--- src/rtl/player_sprite_fetch_pkg.sv ---
// -----------------------------------------------------------------------------
// player_sprite_fetch_pkg
// Shared definitions for the player sprite fetch block: the walk-animation state
// encoding, default sprite geometry and the sprite ROM address width.
// The animation state values double as the ROM frame number (bits [11:10]).
// -----------------------------------------------------------------------------
package player_sprite_fetch_pkg;

    localparam int SPR_W_DEFAULT    = 32;
    localparam int SPR_H_DEFAULT    = 32;
    localparam int ANIM_DIV_DEFAULT = 8;

    localparam int         ROM_ADDR_W      = 12;
    localparam logic [3:0] TRANSPARENT_IDX = 4'h0;

    typedef enum logic [1:0] {
        ANIM_STAND  = 2'd0,
        ANIM_WALK_A = 2'd1,
        ANIM_WALK_B = 2'd2,
        ANIM_AIR    = 2'd3
    } anim_state_e;

endpackage

--- src/rtl/player_anim_fsm.sv ---
// -----------------------------------------------------------------------------
// player_anim_fsm
// Walk-animation state machine. Advances only on frame_start so the selected
// sprite frame is constant for a whole video frame.
// Ports:
//   Clk, Reset   - pixel clock, synchronous active-high reset
//   frame_start  - one-cycle pulse at start of vertical blank
//   moving       - player has nonzero horizontal velocity
//   airborne     - player is jumping or falling (overrides moving)
//   frame        - 2-bit sprite frame number (equals the state encoding)
// -----------------------------------------------------------------------------
module player_anim_fsm
    import player_sprite_fetch_pkg::*;
#(
    parameter int ANIM_DIV = ANIM_DIV_DEFAULT
) (
    input  logic       Clk,
    input  logic       Reset,
    input  logic       frame_start,
    input  logic       moving,
    input  logic       airborne,
    output logic [1:0] frame
);

    localparam int CNT_W = (ANIM_DIV > 1) ? $clog2(ANIM_DIV) : 1;
    localparam logic [CNT_W-1:0] CNT_LAST = CNT_W'(ANIM_DIV - 1);

    anim_state_e      state;
    logic [CNT_W-1:0] anim_cnt;

    // NOTE: state registers use non-blocking assignments so every flop samples
    // pre-edge values regardless of statement order.
    always_ff @(posedge Clk) begin
        if (Reset) begin
            state    <= ANIM_STAND;
            anim_cnt <= '0;
        end else if (frame_start) begin
            if (airborne) begin
                state    <= ANIM_AIR;
                anim_cnt <= '0;
            end else if (!moving) begin
                state    <= ANIM_STAND;
                anim_cnt <= '0;
            end else if (state == ANIM_STAND || state == ANIM_AIR) begin
                state    <= ANIM_WALK_A;
                anim_cnt <= '0;
            end else if (anim_cnt == CNT_LAST) begin
                // Last frame of this pose: flip between the two walk poses.
                anim_cnt <= '0;
                state    <= (state == ANIM_WALK_A) ? ANIM_WALK_B : ANIM_WALK_A;
            end else begin
                anim_cnt <= anim_cnt + 1'b1;
            end
        end
    end

    assign frame = state;

endmodule

--- src/rtl/player_sprite_fetch.sv ---
// -----------------------------------------------------------------------------
// player_sprite_fetch
// Two-stage pixel pipeline that turns the current scan position into a sprite
// ROM address and then into a palette index / sprite_on flag.
// Ports:
//   Clk, Reset            - pixel clock, synchronous active-high reset
//   frame_start           - latches position/facing and steps the animation
//   DrawX, DrawY          - current scan column / row
//   player_x, player_y    - sprite top-left, sampled only at frame_start
//   facing_right          - 0 mirrors the sprite horizontally
//   moving, airborne      - animation controls
//   rom_addr              - {frame, row, col}, 0 when outside the sprite
//   rom_data              - palette index returned for rom_addr, one cycle later
//   palette_index         - index to the palette lookup, 0 outside the sprite
//   sprite_on             - inside sprite and not the transparent index
// Latency from DrawX/DrawY to palette_index/sprite_on is 2 cycles.
// -----------------------------------------------------------------------------
module player_sprite_fetch
    import player_sprite_fetch_pkg::*;
#(
    parameter int SPR_W    = SPR_W_DEFAULT,
    parameter int SPR_H    = SPR_H_DEFAULT,
    parameter int ANIM_DIV = ANIM_DIV_DEFAULT
) (
    input  logic                  Clk,
    input  logic                  Reset,
    input  logic                  frame_start,
    input  logic [9:0]            DrawX,
    input  logic [9:0]            DrawY,
    input  logic [9:0]            player_x,
    input  logic [9:0]            player_y,
    input  logic                  facing_right,
    input  logic                  moving,
    input  logic                  airborne,
    output logic [ROM_ADDR_W-1:0] rom_addr,
    input  logic [3:0]            rom_data,
    output logic [3:0]            palette_index,
    output logic                  sprite_on
);

    localparam int COL_W = $clog2(SPR_W);
    localparam int ROW_W = $clog2(SPR_H);
    localparam logic signed [10:0] SPR_W_S = 11'(SPR_W);
    localparam logic signed [10:0] SPR_H_S = 11'(SPR_H);

    logic [9:0] lat_x;
    logic [9:0] lat_y;
    logic       lat_facing;
    logic       hit_d1;
    logic [1:0] frame;

    player_anim_fsm #(
        .ANIM_DIV (ANIM_DIV)
    ) u_anim (
        .Clk         (Clk),
        .Reset       (Reset),
        .frame_start (frame_start),
        .moving      (moving),
        .airborne    (airborne),
        .frame       (frame)
    );

    // Offsets are computed one bit wider and signed so a scan position left of
    // or above the sprite is negative instead of wrapping into a false hit.
    logic signed [10:0] dx;
    logic signed [10:0] dy;
    logic               hit;
    logic [COL_W-1:0]   col;
    logic [ROW_W-1:0]   row;

    assign dx  = $signed({1'b0, DrawX}) - $signed({1'b0, lat_x});
    assign dy  = $signed({1'b0, DrawY}) - $signed({1'b0, lat_y});
    assign hit = (dx >= 11'sd0) && (dx < SPR_W_S) &&
                 (dy >= 11'sd0) && (dy < SPR_H_S);

    // With a power-of-two width, SPR_W-1-c is simply the bitwise inverse of c.
    assign col = lat_facing ? dx[COL_W-1:0] : ~dx[COL_W-1:0];
    assign row = dy[ROW_W-1:0];

    always_ff @(posedge Clk) begin
        if (Reset) begin
            lat_x         <= '0;
            lat_y         <= '0;
            lat_facing    <= 1'b1;
            rom_addr      <= '0;
            hit_d1        <= 1'b0;
            palette_index <= '0;
            sprite_on     <= 1'b0;
        end else begin
            // Position and facing only move during vertical blank, so the
            // sprite never tears within a frame.
            if (frame_start) begin
                lat_x      <= player_x;
                lat_y      <= player_y;
                lat_facing <= facing_right;
            end

            // Stage 0: address generation.
            rom_addr <= hit ? ROM_ADDR_W'({frame, row, col}) : '0;
            hit_d1   <= hit;

            // Stage 1: ROM data returns; index 0 is the transparency key.
            palette_index <= hit_d1 ? rom_data : TRANSPARENT_IDX;
            sprite_on     <= hit_d1 && (rom_data != TRANSPARENT_IDX);
        end
    end

endmodule

--- config.mk ---
export PLATFORM = sky130hd
export DESIGN_NAME = player_sprite_fetch
export DESIGN_NICKNAME = d
export VERILOG_FILES = /design/src/rtl/player_sprite_fetch_pkg.sv /design/src/rtl/player_anim_fsm.sv /design/src/rtl/player_sprite_fetch.sv
export SDC_FILE = /design/constraint.sdc
export NUM_CORES = 1
export LEC_CHECK = 0
export CORE_MARGIN = 1.5
export CORE_UTILIZATION = 49
export DETAILED_ROUTE_END_ITERATION = 6
export GPL_TIMING_DRIVEN = 0
export PLACE_DENSITY = 0.81
export SKIP_CTS_REPAIR_TIMING = 1
export SYNTH_ARGS = -nofsm -noshare
export SYNTH_HDL_FRONTEND = slang
export SYNTH_SLANG_ARGS = --single-unit
--- constraint.sdc ---
create_clock -name Clk -period 3.13 [get_ports Clk]
set_input_delay 0.626 -clock Clk [delete_from_list [all_inputs] [get_ports Clk]]
set_output_delay 0.626 -clock Clk [all_outputs]
set_load 0.01 [all_outputs]
==> flow_summary.yaml <==
synth:
  ys_seq_elements: 44
  synth_fp_nets: 353
  synthCells: 277
  synth_edf_count: 0
  yosys.area.top_type_share_pct: 34.7
  synth_flop_cell: "dfxtp_1"
  synth_largest_area_cell: "dfxtp_1"
  yosysMostFrequentCell: "dfxtp_1"
  ys_top_cells_by_area: "dfxtp_1 (35%), ha_1 (12%), mux2i_1 (8.3%), inv_1 (5.0%), nor4_2 (4.4%)"
  ys_warn_count: 0
  syn_area_sq_um: 2530
  synth_cell_types: 46
  avgSynthCellArea_sq_um: 9.15
  synth_commonest_cells: "dfxtp_1 (44), inv_1 (34), nor2_1 (26)"
  yosysSeqAreaShare_pct: 34.7
  synthArstFlopShare_pct: 0
global_route:
  globalRouteOverflowTotal: 0
  grt_antenna_before_repair: 0
  grt_pass1_wl_um: 8690
  grt_usage_pct: 20.1
  grt_pass1_vias: 2037
  grt_max_degree: 14
die:
  dieArea_sq_um: 5610
  core_area_sq_um: 4850
  num_rows: 25
  start_util_pct: 52.3
  die_h_um: 74.9
  io_pins: 67
  chipWidth_um: 74.9
cells_and_area:
  fillers: 407
  finalInstanceArea_sq_um: 3440
  drive_gt1_share_pct: 8.78
  multiInputGateArea_sq_um: 1520
  antenna_cells: 0
  final-seq-area_sq_um: 881
  nets: 428
  syn_to_final_growth_pct: 35.9
  fin_cells: 420
worst_setup_path:
  endpoint: "rom_addr[5]$_SDFF_PP0_"
  end_kind: "register"
  rrSetupSlack_ps: 480
  cp-start-kind: "input pin"
  worstSetupPathType: "in -> reg"
  cp_max_fo: 5
  r2r_cells: 10
  worstReg2RegEnd: "rom_addr[5]$_SDFF_PP0_"
  required_ps: 3330
  rr_startpoint: "lat_x[1]$_SDFFE_PP0P_"
  crit_arrival_ps: 3250
  startpoint: "DrawX[0]"
min_path:
  hold_class: "reg -> reg"
routing:
  antenna_left: 0
  viasPerCell: 5.14
  drt_first_pass_iters: 4
  drc: 0
  drt_wl_total_um: 5200
  dr_total_vias: 2157
  drt_iter0_drc: 54
  wl_per_cell_um: 12.4
clocking:
  cts.sinks: 44
  h-tree-depth: 2
  numCtsBuffers: 5
  clk_pin_slew_ps: 80
  clockBufferDepth: 2
  cts_tree: "done"
  root_buffer: "clkbuf_8"
  clkLatencyLatePin_ps: 290
sta:
  post-route-min-period_ps: 3040
  hold_viol: 0
  tightest_slew_ps: 697
  slew_violations: 0
  clock_skew_ps: 4.33
  min_period_over_period_pct: 97.3
  slew_headroom_pct: 53.5
  max_freq_mhz: 328
  setup_viol: 0
  whs_ps: 474
power_and_ir_drop:
  vdd_ir_drop_max_mv: 0.205
  p_leak_uw: 0.00141
  p_sw_share_pct: 28.0
  total_power_uw: 1380
  p_int_uw: 994
  p_seq_share_pct: 42.7
  switchingPower_uw: 387
  pwr_density_cell_nw_per_um2: 401
  comb_power_share_pct: 26.5
  pwr-share-clk_pct: 30.8
place:
  post-place-cells: 408
  portBuffers: 64
  dp_hpwl_um: 4040
  placed_area_sq_um: 3260
  gp_congestion: 0.780
run_status:
  outcome: "finished, final reports clean"
job:
  drv_cap: 0
placed cells by master, fill, tap and decap left out, types with 2 or more instances in the layout:
cell / synthesis / routed
nor4_1: 3 / 3
mux2i_1: 21 / 21
xnor2_1: 7 / 7
nor3_1: 2 / 2
nor2_1: 26 / 26
xor2_1: 6 / 6
a21o_1: 3 / 3
buf_4: 1 / 3
nor4_2: 9 / 7
nor4_4: 0 / 2
nand2b_1: 5 / 4
a211o_1: 2 / 2
nor3b_1: 2 / 2
a211oi_1: 4 / 4
and2_1: 5 / 5
clkdlybuf4s50_1: 0 / 64
nand2_1: 8 / 8
o2111ai_1: 2 / 2
a31oi_1: 2 / 2
inv_1: 34 / 34
nor2b_1: 4 / 4
fa_2: 0 / 2
clkbuf_1: 7 / 7
ha_1: 24 / 24
a21oi_1: 15 / 14
nand3_1: 6 / 6
clkbuf_8: 0 / 5
o21ai_0: 10 / 10
o21a_1: 4 / 4
dfxtp_1: 44 / 44
logic make-up (layout without fill, tap and decap cells):
kind of cell	count (synthesis)	after routing	synth area share, %
flops	44	44	34.7
buf+inv	44	120	6.96
mux	22	22	8.88
fa+ha+maj	26	26	13.4
simple gates	76	76	17.9
compound gates	52	52	13.6
xor+xnor	13	13	4.49
routing by layer:
layer / routed length, um / up-vias / track usage, %
met2: 2540 / 60 / 34.8
met3: 260 / 7 / 4.28
met1: 2310 / 985 / 25.2
met4: 85 / 0 / 6.06
met5: 0 / - / 0
li1: - / 1105 / -
stage by stage:
step / util [%] / setup slack, ps / TNS [ps]
6_report: 71.0 / 85.6 / 0
5_1_grt: 71.0 / -16.4 / -17.1
4_1_cts: 69.4 / -168 / -1410
3_5_place_dp: 67.2 / -458 / -4740
3_3_place_gp: 67.2 / -425 / -4330
2_1_floorplan: - / 409 / 0
state kept, by name (all words and copies together) (netlist names):
name and flops:
u_anim.frame 2, palette_index 4, rom_addr 12, lat_x 10
lat_y 10, lat_facing 1, hit_d1 1, sprite_on 1
u_anim.anim_cnt 3
worst max-delay path, cell delays in order:
cell             delay (ps)
clkdlybuf4s50_1         480
inv_1                    50
ha_1                    220
fa_2                    350
nand2b_4                160
a21oi_4                 160
o21ai_0                 100
a222oi_1                320
nand4_1                 140
buf_4                   180
buf_2                   160
nor4_2                  290
area by class of cell:
| cell class | instances | area share (%) |
|---|---|---|
| timing repair buffer | 68 | 19.4 |
| buffer | 10 | 1.67 |
| inverter | 34 | 3.71 |
| clock buffer | 6 | 2.11 |
| tap | 67 | 2.43 |
| sequential | 44 | 25.6 |
| clock inverter | 2 | 1.02 |
| multi-input combinational | 189 | 44.1 |
worst min path at each step:
stage | start | slack (ps) | cells past startpoint | to
2_1_floorplan | u_anim.anim_cnt[1]$_SDFFE_PP0P_ | 450 | 2 | u_anim.anim_cnt[1]$_SDFFE_PP0P_
3_3_place_gp | u_anim.anim_cnt[1]$_SDFFE_PP0P_ | 460 | 2 | u_anim.anim_cnt[1]$_SDFFE_PP0P_
3_5_place_dp | u_anim.anim_cnt[1]$_SDFFE_PP0P_ | 470 | 2 | u_anim.anim_cnt[1]$_SDFFE_PP0P_
4_1_cts | u_anim.anim_cnt[1]$_SDFFE_PP0P_ | 480 | 2 | u_anim.anim_cnt[1]$_SDFFE_PP0P_
5_1_grt | u_anim.anim_cnt[1]$_SDFFE_PP0P_ | 490 | 2 | u_anim.anim_cnt[1]$_SDFFE_PP0P_
6_report | u_anim.anim_cnt[1]$_SDFFE_PP0P_ | 470 | 2 | u_anim.anim_cnt[1]$_SDFFE_PP0P_
power by group through the flow:
stage               Combinational (uW)  Clock, uW  Sequential (uW)
CTS                                350        436              589
global placement                   340          0              602
floorplan                          239          0              600
global route                       407        458              592
detailed placement                 347          0              603
finish                             366        426              589
Power figures use the tool's default switching activity.
